`src/rtl/pool1d_stream.sv`:
```
// ============================================================================
// Module: pool1d_stream
//
// Streaming 1-D pooling stage that sits directly behind a convolution layer.
// It accepts the conv output stream one sample at a time over a valid/ready
// handshake. For every window of POOL consecutive inputs, advancing STRIDE
// inputs per window, it emits one pooled sample.
//
// Build option:
//   POOL_AVG_EN  undefined -> max pooling (default)
//                defined   -> average pooling: (sum of window) >>> log2(POOL).
//                             POOL must be a power of two in this mode.
//
// Parameters:
//   T        data width, signed two's complement
//   X_COUNT  input samples per frame
//   POOL     window length (1..X_COUNT)
//   STRIDE   window advance (1..POOL)
//   Y_COUNT  output samples per frame (derived, leave at default)
//
// Ports:
//   clk           clock, rising edge
//   reset         synchronous, active-high
//   s_data_in_y   input sample
//   s_valid_y     input valid
//   s_ready_y     input ready (combinational from m_valid_z / m_ready_z)
//   m_data_out_z  pooled output sample (registered)
//   m_valid_z     output valid (registered)
//   m_ready_z     output ready
//   frame_done    pulses with the transfer of the last output of a frame
// ============================================================================
module pool1d_stream #(
    parameter int T       = 16,
    parameter int X_COUNT = 121,
    parameter int POOL    = 2,
    parameter int STRIDE  = 2,
    parameter int Y_COUNT = (X_COUNT - POOL) / STRIDE + 1
) (
    input  logic         clk,
    input  logic         reset,
    input  logic [T-1:0] s_data_in_y,
    input  logic         s_valid_y,
    output logic         s_ready_y,
    output logic [T-1:0] m_data_out_z,
    output logic         m_valid_z,
    input  logic         m_ready_z,
    output logic         frame_done
);

    localparam int CNT_W = (X_COUNT > 1) ? $clog2(X_COUNT) : 1;
    localparam int PH_W  = (STRIDE > 1) ? $clog2(STRIDE) : 1;
    localparam int OC_W  = (Y_COUNT > 1) ? $clog2(Y_COUNT) : 1;

    // The incoming sample always completes the window, so only the previous
    // POOL-1 samples need storing.
    localparam int HIST  = (POOL > 1) ? POOL - 1 : 1;

    localparam logic [CNT_W-1:0] LAST_IN = CNT_W'(X_COUNT - 1);
    localparam logic [CNT_W-1:0] FULL_AT = CNT_W'(POOL - 1);
    localparam logic [PH_W-1:0]  PH_LAST = PH_W'(STRIDE - 1);
    localparam logic [OC_W-1:0]  OC_LAST = OC_W'(Y_COUNT - 1);

    logic signed [T-1:0] win [HIST];
    logic signed [T-1:0] new_s;
    logic signed [T-1:0] pool_result;
    logic [CNT_W-1:0]    in_cnt;
    logic [PH_W-1:0]     phase;
    logic [OC_W-1:0]     out_cnt;
    logic                accept;
    logic                window_full;
    logic                complete;
    logic                out_xfer;

    assign new_s = s_data_in_y;

    // A held output blocks the input. Letting m_ready_z through combinationally
    // allows a full-rate stream, because the output register can be refilled
    // in the same cycle that it is drained.
    assign s_ready_y   = !m_valid_z || m_ready_z;
    assign accept      = s_valid_y && s_ready_y;
    assign out_xfer    = m_valid_z && m_ready_z;

    // The window is full once this accept brings the frame count to POOL.
    // Phase then selects every STRIDE-th position after that point.
    assign window_full = (in_cnt >= FULL_AT);
    assign complete    = accept && window_full && (phase == '0);

    assign frame_done  = out_xfer && (out_cnt == OC_LAST);

`ifdef POOL_AVG_EN
    localparam int LOG2P = $clog2(POOL);
    localparam int SUM_W = T + LOG2P;

    logic signed [SUM_W-1:0] sum_acc;
    logic signed [SUM_W-1:0] sum_shr;

    // Average mode. The sum is widened by log2(POOL) bits so it cannot overflow.
    // The arithmetic shift rounds toward minus infinity, and the quotient
    // always fits back into T bits.
    always_comb begin
        sum_acc = SUM_W'(new_s);
        for (int i = 0; i < POOL - 1; i++) begin
            sum_acc = sum_acc + SUM_W'(win[i]);
        end
        sum_shr     = sum_acc >>> LOG2P;
        pool_result = T'(sum_shr);
    end
`else
    // Max mode: signed maximum of the incoming sample and the stored history.
    // When values tie, either one is a correct result.
    always_comb begin
        pool_result = new_s;
        for (int i = 0; i < POOL - 1; i++) begin
            if (win[i] > pool_result) begin
                pool_result = win[i];
            end
        end
    end
`endif

    // History shift register. The newest accepted sample goes into win[0].
    // At a frame boundary the stale contents are not cleared: in_cnt restarts
    // at zero, so no window can complete until the buffer has refilled with
    // samples from the new frame.
    always_ff @(posedge clk) begin
        if (reset) begin
            for (int i = 0; i < HIST; i++) begin
                win[i] <= '0;
            end
        end else if (accept) begin
            win[0] <= new_s;
            for (int i = 1; i < HIST; i++) begin
                win[i] <= win[i-1];
            end
        end
    end

    // Frame position and stride alignment. Phase stays at zero until the first
    // full window, then cycles 0..STRIDE-1. The last sample of a frame returns
    // both counters to zero, so any trailing partial window is dropped and the
    // next frame can start on the following cycle.
    always_ff @(posedge clk) begin
        if (reset) begin
            in_cnt <= '0;
            phase  <= '0;
        end else if (accept) begin
            if (in_cnt == LAST_IN) begin
                in_cnt <= '0;
                phase  <= '0;
            end else begin
                in_cnt <= in_cnt + 1'b1;
                if (window_full) begin
                    phase <= (phase == PH_LAST) ? '0 : phase + 1'b1;
                end
            end
        end
    end

    // Output register with one cycle of latency. A completing accept reloads
    // the register even while the current value is draining, so valid stays
    // high. Accepts that do not complete a window leave the register
    // untouched, so a held value stays stable.
    always_ff @(posedge clk) begin
        if (reset) begin
            m_data_out_z <= '0;
            m_valid_z    <= 1'b0;
        end else if (complete) begin
            m_data_out_z <= pool_result;
            m_valid_z    <= 1'b1;
        end else if (out_xfer) begin
            m_valid_z    <= 1'b0;
        end
    end

    // Counts transferred outputs within the frame so that frame_done can mark
    // the last one. It wraps on its own at Y_COUNT.
    always_ff @(posedge clk) begin
        if (reset) begin
            out_cnt <= '0;
        end else if (out_xfer) begin
            out_cnt <= (out_cnt == OC_LAST) ? '0 : out_cnt + 1'b1;
        end
    end

endmodule

```
`config.mk`:
```
export PLATFORM = sky130hd
export DESIGN_NAME = pool1d_stream
export DESIGN_NICKNAME = d
export VERILOG_FILES = /design/src/rtl/pool1d_stream.sv
export SDC_FILE = /design/constraint.sdc
export NUM_CORES = 1
export LEC_CHECK = 0
export BUFFER_PORTS_ARGS = -buffer_cell sky130_fd_sc_hd__buf_2
export CAP_MARGIN = 20
export CORE_MARGIN = 3
export CORE_UTILIZATION = 40
export CTS_BUF_LIST = sky130_fd_sc_hd__clkbuf_2 sky130_fd_sc_hd__clkbuf_4 sky130_fd_sc_hd__clkbuf_8
export CTS_CLUSTER_DIAMETER = 50
export DETAILED_ROUTE_END_ITERATION = 10
export GPL_TIMING_DRIVEN = 0
export HOLD_SLACK_MARGIN = 0.15
export PLACE_DENSITY = 0.57
export SYNTH_ARGS = -nofsm -noshare
export SYNTH_HDL_FRONTEND = slang
export SYNTH_SLANG_ARGS = --single-unit
```
`constraint.sdc`:
```
create_clock -name clk -period 4.8 [get_ports clk]
set_clock_uncertainty 0.05 [all_clocks]
set_input_delay 0.48 -clock clk [delete_from_list [all_inputs] [get_ports clk]]
set_output_delay 0.48 -clock clk [all_outputs]
set_load 0.02 [all_outputs]
```
==> results by group, run 1 <==
Run status
  – Result of the run: completed

Placed design
  – Number of buffers inserted by port buffering: 38
  – Detailed-placement wirelength estimate: approximately 5400 um
  – Final weighted congestion in routability-driven placement: a little over 0.8

Routing
  – Post-detailed-route wirelength per cell: 16.6 um
  – Via density per instance: 5.52
  – Drt first pass iters: 4
  – Total Routed Length: about 7400 um
  – Total via count in the routed design: about 2500
  – ANT nets after route: 0
  – Initial drt markers: 139
  – Count of unresolved DRC violations after routing: 0

Cells and area
  – Synthesis-to-finish area growth: 14.6%
  – Antenna diode count: 0
  – Share of cells above drive strength 1: a little over a fifth
  – Net count, final: 389

Worst setup path
  – Worst reg2reg path endpoint: m_data_out_z[9]
  – Type of element capturing the critical path: register
  – Delay of the slowest cell on the worst path: around 0.59 ns
  – Worst Setup Path Type: register to register
  – Critical-path cell with the highest stage delay: sky130_fd_sc_hd__nand4_1
  – Cells along the critical path: ha_1, a21o_1, a211o_1, a31oi_1, nand4_1, o221a_1
  – Worst r2r src: win[0][13]
  – CP startpoint: win[0][13]
  – Critical Path RT: just under 5 ns
  – Critical Path AT: 3.03 ns
  – Number of cells on the worst reg-to-reg path: 6
  – Peak fanout along the critical path: 10
  – Reg-to-reg setup timing slack: 1.91 ns
  – Worst setup SP type: register

Synth
  – Proportion of synthesized chip area in sequential cells: 37.7%
  – Number of distinct library cells after synthesis: 45
  – Mapped Cells: 304
  – Adder-cell share of the synthesized area: ~8.6%
  – Dominant cells by area after synthesis: sky130_fd_sc_hd__dfxtp_1 (21%), sky130_fd_sc_hd__edfxtp_1 (16%), sky130_fd_sc_hd__ha_1 (8.6%), sky130_fd_sc_hd__a2111oi_2 (8.2%), sky130_fd_sc_hd__nor4_1 (6.8%)
  – Cell area after technology mapping: about 2900 um^2
  – Combinational family with the most area after synthesis: simple AND/OR/NAND/NOR gates
  – Most frequent cell after synthesis: sky130_fd_sc_hd__inv_1
  – Simple-gate share of the synthesized area: between 20% and 30%
  – Compound-cell area share of the yosys netlist: between 20 and 25%
  – Number of enable-type register cells in the synthesized netlist: 16
  – Library cell with the largest summed area after synthesis: sky130_fd_sc_hd__dfxtp_1
  – Proportion of synthesized area in mux cells: less than 1%
  – Most instantiated flip-flop cell in the synthesis netlist: sky130_fd_sc_hd__dfxtp_1
  – Synth Warn #: 0
  – Leading post-synthesis cells by instance count: sky130_fd_sc_hd__inv_1 (34), sky130_fd_sc_hd__nor4_1 (32), sky130_fd_sc_hd__dfxtp_1 (31), sky130_fd_sc_hd__nor3_1 (22), sky130_fd_sc_hd__ha_1 (20)
  – Xor and xnor area share after synthesis: 2.70%
  – Synthesis-stage register bit count: between 40 and 50
  – Average footprint of a synthesized cell: just under 10 um^2
  – Synth top area share: about a fifth
  – Fraction of synthesis flops using an asynchronous set or reset pin: 0%
  – Net count after synthesis: 344

Clock network
  – Maximum number of buffers from clock root to sink: 2
  – Number of buffers inserted by post-CTS setup repair: 0
  – CTS Hold Bufs: 0
  – Clk_lat worst skew: ~0.30 ns
  – H-tree Lvls: 2
  – Clock sink count: 47
  – Clock transition at the register clock pins on the worst setup and hold paths after CTS: around 0.09 ns
  – CTS tree: yes
  – Cts bufs inserted: 5
  – Clock Root Buffer: sky130_fd_sc_hd__clkbuf_8
  – Resized cells post-CTS: 0

Run
  – Max-cap violations: 0

STA
  – Normalized max-slew margin: between 40% and 50%
  – Worst hold-check slack: about 0.42 ns
  – Slew of the pin with the lowest slew margin: 0.840 ns
  – Final hold vios: 0
  – Setup repair after global routing missed its margin: no
  – Setup Total Neg Slack: 0 ns
  – FMAX: 346 MHz
  – Final period demand of the worst path: about 2.9 ns
  – Final setup violation count: 0
  – Final max-slew violation count: 0
  – Portion of the clock cycle consumed by the worst path in the final layout: around three fifths

Power and ir drop
  – Sw power: roughly 0.35 mW
  – Total chip power: about 1.1 mW
  – Reg power frac: between 40% and 50%
  – Fraction of power consumed by the clock network: roughly 28%
  – Part of the total power dissipated in combinational logic: between 20 and 30%
  – Cell-internal power: 0.737 mW
  – Leakage component of the power: 1.32 nW
  – VDD IR-drop max: about 120 uV
  – Switching part of the total: between 30% and 40%
  – Pwr dens: about 320 nW/um^2

Die
  – Placeable core region: approximately 6900 um^2
  – Die Span X: ~90 um
  – DIE AREA: around 8400 um^2
  – # rows: 30
  – Boundary pin count: 39
  – Effective utilization at floorplan: a little over two fifths
  – Die extent in y: 91.5 um

Min path
  – HP Start: s_data_in_y[12]
  – Hold-critical path depth: 2
  – Worst Hold End: m_data_out_z[12]
  – Tightest Hold Check Type: input port to register

GRT
  – Total global routing track utilization: around 18%
  – Vias in the first global route: 2459
  – Global-route wire length before repair: around 12000 um
  – Initial antenna violation count: 0
  – Pin count of the biggest net entering global routing: 17
  – Total congestion overflow: 0
layout by cell type, fill, tap and decap left out, types with 4 or more instances in the layout:
cell type                   count
sky130_fd_sc_hd__buf_2         40
sky130_fd_sc_hd__inv_1         34
sky130_fd_sc_hd__nor4_1        32
sky130_fd_sc_hd__dfxtp_1       31
sky130_fd_sc_hd__nor3_1        22
sky130_fd_sc_hd__ha_1          20
sky130_fd_sc_hd__a2111oi_2     16
sky130_fd_sc_hd__edfxtp_1      16
sky130_fd_sc_hd__nor2_1        14
sky130_fd_sc_hd__clkbuf_1      13
sky130_fd_sc_hd__a21oi_1       11
sky130_fd_sc_hd__nand4_1       10
sky130_fd_sc_hd__o221a_1       10
sky130_fd_sc_hd__nand2_1        9
sky130_fd_sc_hd__xor2_1         6
sky130_fd_sc_hd__o211a_1        6
sky130_fd_sc_hd__clkbuf_8       6
sky130_fd_sc_hd__nand3_1        5
sky130_fd_sc_hd__o21ai_0        4
sky130_fd_sc_hd__and4_1         4
sky130_fd_sc_hd__buf_4          4
power groups by stage:
stage,Combinational [mW],Sequential [mW],Clock [mW]
floorplan,0.192,0.507,0
global placement,0.303,0.483,0
detailed placement,0.305,0.485,0
CTS,0.307,0.476,0.314
global route,0.337,0.480,0.328
finish,0.308,0.476,0.302
through the flow:
step                      setup WS, ns  cell area, um^2  utilization [%]  instances
after global placement            1.78             3230             46.6        438
after detailed placement          1.73             3230             46.6        438
after floorplan                   2.34             2920                -        304
after global routing              1.71             3350             48.3        446
final                             1.91             3350             48.3        446
after CTS                         1.95             3350             48.3        446
state kept, by name, summed over array words and instances, names as in the netlist:
name and cells:
in_cnt 7, m_data_out_z 16, m_valid_z 1, out_cnt 6, phase 1, win 16
area by class of cell:
class | instances | area, um^2
clock inverters | 2 | 35.0
flip-flops and latches | 47 | 1100
multi-input cells | 201 | 1580
fillers | 683 | 3590
plain buffers | 22 | 115
repair buffers | 38 | 190
inverters | 34 | 128
clock buffers | 6 | 82.6
well taps | 96 | 120
cell families (layout without fill, tap and decap cells):
| group | count (synthesis) | after routing |
|---|---|---|
| muxes | 1 | 1 |
| DFF | 47 | 47 |
| adders and majority gates | 20 | 20 |
| buffers and inverters | 56 | 102 |
| xor gates and xnor gates | 9 | 9 |
| AOI/OAI and AO/OA | 57 | 57 |
| and+or+nand+nor | 114 | 114 |
worst max-delay path: cells and delay by family, from the launching register on:
kind | cells | cell delay (ns)
AO/OA/AOI/OAI | 4 | 1.40
AND/OR/NAND/NOR | 1 | 0.59
flip-flops | 1 | 0.44
adder cells (fa/ha/maj) | 1 | 0.31
routing by layer:
layer | part of all wire [%] | track usage [%] | wire [um]
met1 | 49 | 25.0 | 3630
met2 | 45 | 29.1 | 3330
met3 | 4.4 | 3.07 | 327
met4 | 1.4 | 6.28 | 104
met5 | 0 | 0 | 0
worst max-delay path by stage:
stage,depth (start not counted),end
floorplan,9,m_data_out_z[10]
global placement,8,m_data_out_z[4]
detailed placement,8,m_data_out_z[4]
CTS,6,m_data_out_z[9]
global route,6,m_data_out_z[4]
finish,6,m_data_out_z[9]
No activity file was read; power rests on OpenSTA's default activity.
==> run 2, diff against run 1 <==
--- a/config.mk
+++ b/config.mk
@@ -5,6 +5,7 @@
 export SDC_FILE = /design/constraint.sdc
 export NUM_CORES = 1
 export LEC_CHECK = 0
+export ABC_AREA = 1
 export BUFFER_PORTS_ARGS = -buffer_cell sky130_fd_sc_hd__buf_2
 export CAP_MARGIN = 20
 export CORE_MARGIN = 3
==> constraint.sdc (replaced) <==
create_clock -name clk -period 2.7 [get_ports clk]
set_clock_uncertainty 0.05 [all_clocks]
set_input_delay 0.27 -clock clk [delete_from_list [all_inputs] [get_ports clk]]
set_output_delay 0.27 -clock clk [all_outputs]
set_load 0.02 [all_outputs]
==> run 2 against run 1 <==
- sequential share of layout area rose by 2.7 points
- first-iteration DRC count fell by 55%
- flip-flop and latch count did not move
- maximum frequency rose by 35%
- setup slack got worse by 1.4 ns
- die area fell by 7.2%
- critical path depth rose by 3
- utilization fell by 0.36 points
- wire length fell by 23%
- hold slack got worse by 0.22 ns
- global-route usage fell by 2.6 points
- largest power group unchanged
==> results by group, run 2 <==
GRT
  – Initial antenna violation count: 0
  – Total congestion overflow: 0
  – Global-route wire length before repair: around 9600 um
  – Total global routing track utilization: between 10% and 20%
  – Pin count of the biggest net entering global routing: 19
  – Vias in the first global route: 2106

Placed design
  – Final weighted congestion in routability-driven placement: around 0.78
  – Number of buffers inserted by port buffering: 38
  – Inst Count DP: around 440
  – Detailed-placement wirelength estimate: about 4300 um

Synth
  – Cell area after technology mapping: about 2700 um^2
  – Synth top area share: ~23%
  – Number of enable-type register cells in the synthesized netlist: 16
  – Library cell with the largest summed area after synthesis: sky130_fd_sc_hd__dfxtp_1
  – Dominant cells by area after synthesis: sky130_fd_sc_hd__dfxtp_1 (23%), sky130_fd_sc_hd__edfxtp_1 (18%), sky130_fd_sc_hd__ha_1 (9.3%), sky130_fd_sc_hd__inv_1 (7.0%), sky130_fd_sc_hd__nand2_1 (7.0%)
  – Mapped Cells: 327
  – Leading post-synthesis cells by instance count: sky130_fd_sc_hd__inv_1 (50), sky130_fd_sc_hd__nand2_1 (50), sky130_fd_sc_hd__nor2_1 (32), sky130_fd_sc_hd__dfxtp_1 (31)
  – Proportion of synthesized chip area in sequential cells: 40.8%
  – Average footprint of a synthesized cell: ~8.3 um^2
  – Net count after synthesis: between 300 and 400
  – Fraction of synthesis flops using an asynchronous set or reset pin: 0%
  – Synth Warn #: 0
  – Most instantiated flip-flop cell in the synthesis netlist: sky130_fd_sc_hd__dfxtp_1
  – Number of distinct library cells after synthesis: 32
  – Synthesis-stage register bit count: 47

STA
  – Setup Total Neg Slack: 0 ns
  – Portion of the clock cycle consumed by the worst path in the final layout: 79.6%
  – Normalized max-slew margin: a little under half
  – Final hold vios: 0
  – Setup repair after global routing missed its margin: no
  – Final period demand of the worst path: roughly 2.1 ns
  – FMAX: around 470 MHz
  – Final max-slew violation count: 0
  – Slew of the pin with the lowest slew margin: 0.804 ns
  – Final setup violation count: 0

Min path
  – Tightest Hold Check Type: input port to register
  – Hold-critical path depth: 5

Die
  – Boundary pin count: 39
  – Die extent in y: 88.2 um
  – # rows: 29
  – Effective utilization at floorplan: approximately two fifths
  – Placeable core region: roughly 6500 um^2
  – DIE AREA: ~7800 um^2
  – Die Span X: just under 90 um

Run
  – Max-cap violations: 0

Routing
  – Initial drt markers: 63
  – ANT nets after route: 0
  – Total via count in the routed design: approximately 2200
  – Via density per instance: around 4.9
  – Count of unresolved DRC violations after routing: 0
  – Drt first pass iters: 4
  – Total Routed Length: about 5700 um
  – Post-detailed-route wirelength per cell: approximately 13 um

Clock network
  – Number of buffers inserted by post-CTS setup repair: 0
  – Resized cells post-CTS: 0
  – CTS tree: yes
  – Clock sink count: between 40 and 50
  – Clock transition at the register clock pins on the worst setup and hold paths after CTS: 0.09 ns
  – H-tree Lvls: 2
  – CTS Hold Bufs: 1
  – Cts bufs inserted: 5
  – Clock Root Buffer: sky130_fd_sc_hd__clkbuf_8
  – Clk_lat worst skew: ~0.3 ns
  – Maximum number of buffers from clock root to sink: 2

Cells and area
  – Share of cells above drive strength 1: a little under a quarter
  – Synthesis-to-finish area growth: 14.6%
  – Commonest cells after routing, fill and taps aside: sky130_fd_sc_hd__inv_1 (50), sky130_fd_sc_hd__nand2_1 (50), sky130_fd_sc_hd__buf_2 (41)
  – Antenna diode count: 0
  – Final std cells w/o fill: approximately 450
  – Leading registers by flop count: m_data_out_z: 16 flops, win: 16 flops, in_cnt: 7 flops
  – Net count, final: between 400 and 500

Worst setup path
  – Critical Path RT: between 2 and 3 ns
  – Type of element capturing the critical path: register
  – Critical Path AT: roughly 2.3 ns
  – Worst Setup Path Type: register to register
  – Peak fanout along the critical path: 10
  – Reg-to-reg setup timing slack: ~0.55 ns
  – Worst setup SP type: register
  – Number of cells on the worst reg-to-reg path: 9

Power and ir drop
  – Pwr dens: roughly 740 nW/um^2
  – VDD IR-drop max: around 320 uV
  – Leakage component of the power: 1.53 nW

Run status
  – Result of the run: completed
[run 2: changes by cell type after synthesis, moves of 11 or more]
cell                        change
sky130_fd_sc_hd__inv_1         +16
sky130_fd_sc_hd__nand2_1       +41
sky130_fd_sc_hd__o21a_1        +17
sky130_fd_sc_hd__nor2_1        +18
sky130_fd_sc_hd__a2111oi_2     -16
sky130_fd_sc_hd__nor3_1        -15
sky130_fd_sc_hd__nand3_2       +11
sky130_fd_sc_hd__nand2_2       +13
sky130_fd_sc_hd__nor4_1        -30
[run 2: area by class of cell]
| class | count | area, um^2 |
|---|---|---|
| flip-flops and latches | 47 | 1100 |
| inverters | 55 | 206 |
| well taps | 77 | 96.3 |
| plain buffers | 10 | 71.3 |
| clock buffers | 6 | 82.6 |
| clock inverters | 2 | 15.0 |
| fillers | 661 | 3360 |
| repair buffers | 39 | 200 |
| multi-input cells | 215 | 1320 |
[run 2: per-layer routing]
metal	routed length, um	part of all wire, %	vias up	global-route usage (%)
li1	-	-	1168	-
met1	2720	48	1006	21.1
met2	2560	45	45	25.2
met3	273	4.8	11	2.63
met4	114	2.0	0	6.32
met5	0	0	-	0
[run 2: path summary, 6_finish.rpt]
check / endpoint / startpoint
max: m_data_out_z[11] / win[0][15]
min: m_data_out_z[14] / s_data_in_y[14]
min reg2reg: out_cnt[0] / out_cnt[0]
max reg2reg: m_data_out_z[11] / win[0][15]
[run 2: cell families after synthesis]
family / share of synthesized area, %
xor gates and xnor gates: 0.649
AOI/OAI and AO/OA: 9.08
DFF: 40.8
buffers and inverters: 10.3
and+or+nand+nor: 29.9
adders and majority gates: 9.27
[run 2: power breakdown]
part / internal (mW) / total [mW] / switching [mW]
combinational: 0.335 / 0.878 / 0.543
clock: 0.210 / 0.460 / 0.250
sequential: 0.874 / 0.956 / 0.0817
total: 1.42 / 2.29 / 0.875
[run 2: through the flow]
stage / power [mW] / util, % / instance area, um^2 / setup slack [ns] / hold WS (ns)
after detailed placement: 1.87 / 46.2 / 2990 / 0.539 / 0.414
after global placement: 1.85 / 46.2 / 2990 / 0.534 / 0.412
after global routing: 2.48 / 47.9 / 3090 / 0.412 / 0.210
after floorplan: 1.61 / - / 2700 / 0.820 / 0.289
final: 2.29 / 47.9 / 3090 / 0.552 / 0.199
after CTS: 2.33 / 47.9 / 3090 / 0.531 / 0.197
[run 2: worst max-delay path, cell delays in order, from the launching register on]
cell and delay (ns):
sky130_fd_sc_hd__edfxtp_1 0.41, sky130_fd_sc_hd__ha_1 0.38, sky130_fd_sc_hd__nand2_2 0.11, sky130_fd_sc_hd__nor3_4 0.23, sky130_fd_sc_hd__nand3_2 0.21, sky130_fd_sc_hd__clkbuf_1 0.30, sky130_fd_sc_hd__nand4_1 0.19, sky130_fd_sc_hd__nand3_2 0.10
sky130_fd_sc_hd__nand2_1 0.06, sky130_fd_sc_hd__inv_1 0.03
==> run 3, diff against run 2 <==
==> constraint.sdc (replaced) <==
create_clock -name clk -period 2 [get_ports clk]
set_clock_uncertainty 0.05 [all_clocks]
set_input_delay 0.2 -clock clk [delete_from_list [all_inputs] [get_ports clk]]
set_output_delay 0.2 -clock clk [all_outputs]
set_load 0.02 [all_outputs]
==> run 3 against run 2 <==
- largest power group is now combinational logic
- cell count up 5.3%
- maximum frequency is 7.1% higher
- flip-flop and latch count stayed put
- utilization grew 8.0 points
- first-iteration DRC count is 3.2% higher
- combinational power is 64% higher
- the flow now finishes with violations (setup timing)
- clock power rose by 37%
- hold slack worse by 0.040 ns
==> results by group, run 3 (synthesis results as in run 2) <==
Run status
  – Result of the run: complete, but fails checks
  – Violated checks: setup timing

Routing
  – Total Routed Length: about 6200 um
  – Count of unresolved DRC violations after routing: 0
  – Initial drt markers: between 60 and 70
  – Post-detailed-route wirelength per cell: roughly 13 um
  – Total via count in the routed design: around 2400
  – Drt first pass iters: 4
  – ANT nets after route: 0
  – Via density per instance: ~5

STA
  – Slew of the pin with the lowest slew margin: between 0.8 and 0.9 ns
  – Final hold vios: 0
  – Normalized max-slew margin: 44.7%
  – Final max-slew violation count: 0
  – FMAX: approximately 500 MHz
  – Setup repair after global routing missed its margin: yes
  – Final period demand of the worst path: ~2.0 ns
  – Worst hold-check slack: between 0.15 and 0.2 ns
  – Portion of the clock cycle consumed by the worst path in the final layout: 100%
  – Crit path setup slack, layout: -0.00571 ns
  – Final setup violation count: 1

Worst setup path
  – Worst Setup Path Type: register to register
  – Critical-path cell with the highest stage delay: sky130_fd_sc_hd__edfxtp_1
  – Capturing element of the worst setup path: m_data_out_z[6]
  – Reg-to-reg setup timing slack: -0.006 ns
  – Cells along the critical path: ha_4, a21o_1, nor2_1, nand2_1, nand2_2, nand2_2, nand2_4, nand3_4, clkbuf_16, nand2_4, nand3_2, nand2_1, inv_1
  – Worst setup SP type: register
  – Worst reg2reg path endpoint: m_data_out_z[6]
  – Count of buffer and inverter cells on the critical path: 2
  – Type of element capturing the critical path: register
  – Kind of cell adding the most delay to the critical path: simple AND/OR/NAND/NOR gates
  – Number of cells on the worst reg-to-reg path: 13
  – Delay of the slowest cell on the worst path: about 0.45 ns
  – Critical Path RT: 2.17 ns
  – Critical Path AT: around 2.2 ns
  – Total stage count of the critical path: 13
  – CP startpoint: win[0][7]
  – Worst r2r src: win[0][7]
  – Peak fanout along the critical path: 5

Clock network
  – Maximum number of buffers from clock root to sink: 2
  – Clk_lat worst skew: between 0.3 and 0.4 ns
  – CTS tree: yes
  – Cts bufs inserted: 5
  – Clock Root Buffer: sky130_fd_sc_hd__clkbuf_8
  – H-tree Lvls: 2
  – Clock sink count: 47
  – Clock transition at the register clock pins on the worst setup and hold paths after CTS: 0.09 ns

Die
  – DIE AREA: about 7800 um^2
  – Boundary pin count: 39
  – Die extent in y: slightly below 90 um
  – # rows: 29
  – Effective utilization at floorplan: between 40% and 50%
  – Die Span X: ~90 um
  – Placeable core region: about 6500 um^2

Power and ir drop
  – Leakage component of the power: between 1.5 and 2 nW
  – Pwr dens: 934 nW/um^2
  – VDD IR-drop max: 442 uV

Cells and area
  – Share of cells above drive strength 1: 34.7%
  – Leading registers by flop count: m_data_out_z: 16 flops, win: 16 flops, in_cnt: 7 flops
  – Synthesis-to-finish area growth: 33.6%
  – Net count, final: 437
  – Antenna diode count: 0
  – Leading cell type in the layout, fill and taps excluded: sky130_fd_sc_hd__inv_1
  – Commonest cells after routing, fill and taps aside: sky130_fd_sc_hd__inv_1 (49), sky130_fd_sc_hd__nand2_1 (41), sky130_fd_sc_hd__buf_2 (40)
  – Number of filler cells placed in the layout: ~600
  – Layout Cell Area excl Fill: between 3000 and 4000 um^2

Placed design
  – Number of buffers inserted by port buffering: 38
  – Detailed-placement wirelength estimate: ~4300 um
  – Placement-stage cell area: about 3000 um^2
  – Final weighted congestion in routability-driven placement: 0.775

GRT
  – Vias in the first global route: around 2200
  – Global-route wire length before repair: 10000 um
  – Total global routing track utilization: 16.5%
  – Initial antenna violation count: 0
  – Pin count of the biggest net entering global routing: 19
  – Total congestion overflow: 0

Run
  – Max-cap violations: 0

Min path
  – Tightest Hold Check Type: input port to register
-- run 3: cell count changes in the layout (fill, tap and decap cells not counted), moves of 3 or more --
cell	before	now
sky130_fd_sc_hd__ha_4	0	9
sky130_fd_sc_hd__nand2_2	13	10
sky130_fd_sc_hd__nand3_2	11	15
sky130_fd_sc_hd__dlygate4sd3_1	1	9
sky130_fd_sc_hd__nand3_1	12	6
sky130_fd_sc_hd__nand2_1	50	41
sky130_fd_sc_hd__a21oi_2	1	5
sky130_fd_sc_hd__ha_1	20	11
sky130_fd_sc_hd__buf_4	1	16
sky130_fd_sc_hd__nand2_4	1	13
sky130_fd_sc_hd__a21oi_1	13	9
-- run 3: tightest hold or removal path, cell delays in order --
cell	delay (ns)
sky130_fd_sc_hd__buf_2	0.11
sky130_fd_sc_hd__nand2_2	0.05
sky130_fd_sc_hd__nand3_2	0.05
sky130_fd_sc_hd__nand2_1	0.04
sky130_fd_sc_hd__inv_1	0.04
-- run 3: routing by layer --
layer  global-route usage, %  wire (um)  vias up
met4                    6.32        114        0
met2                    27.6       2950       47
met3                    2.63        288       11
met1                    21.2       2870     1107
met5                       0          0        -
li1                        -          -     1215
-- run 3: cell type report --
cell class,count,area [um^2],share of cell area [%]
Multi-Input combinational cell,215,1590,44.1
Sequential cell,47,1100,30.5
Timing Repair Buffer,63,430,11.9
Inverter,55,206,5.72
Tap cell,77,96.3,2.67
Buffer,10,86.3,2.39
Clock buffer,6,82.6,2.29
Clock inverter,2,15.0,0.416
-- run 3: where the power goes --
group	switching, mW	total [mW]	internal [mW]
Clock	0.344	0.628	0.284
Sequential	0.118	1.30	1.18
Combinational	0.835	1.44	0.608
-- run 3: worst min path at each step --
stage / cells past startpoint / to / slack [ns] / start
after floorplan: 1 / m_valid_z / 0.22 / reset
final: 5 / m_data_out_z[7] / 0.16 / s_data_in_y[7]
after global routing: 5 / m_data_out_z[6] / 0.18 / s_data_in_y[6]
after detailed placement: 2 / m_valid_z / 0.34 / reset
after global placement: 2 / m_valid_z / 0.34 / reset
after CTS: 5 / m_data_out_z[7] / 0.16 / s_data_in_y[7]
-- run 3: timing repair --
item                                    CTS  global route
gates resized for setup                   9            44
setup buffers                             7             8
endpoints found under the setup margin   10            16
hold endpoints to repair                  9             0
gates cloned                              0             1
hold buffers                              9             0
pin swaps                                 3            21
-- run 3: per-stage QoR --
step,utilization (%),power (mW),cells,setup TNS [ns],worst slack [ns]
after floorplan,-,2.17,327,0,0.120
after global placement,46.2,2.50,442,-1.18,-0.155
after detailed placement,46.2,2.52,442,-1.25,-0.159
after CTS,50.8,3.23,466,-0.0135,-0.0120
after global routing,55.9,3.62,475,-1.86,-0.133
final,55.9,3.37,475,-0.00571,-0.00571
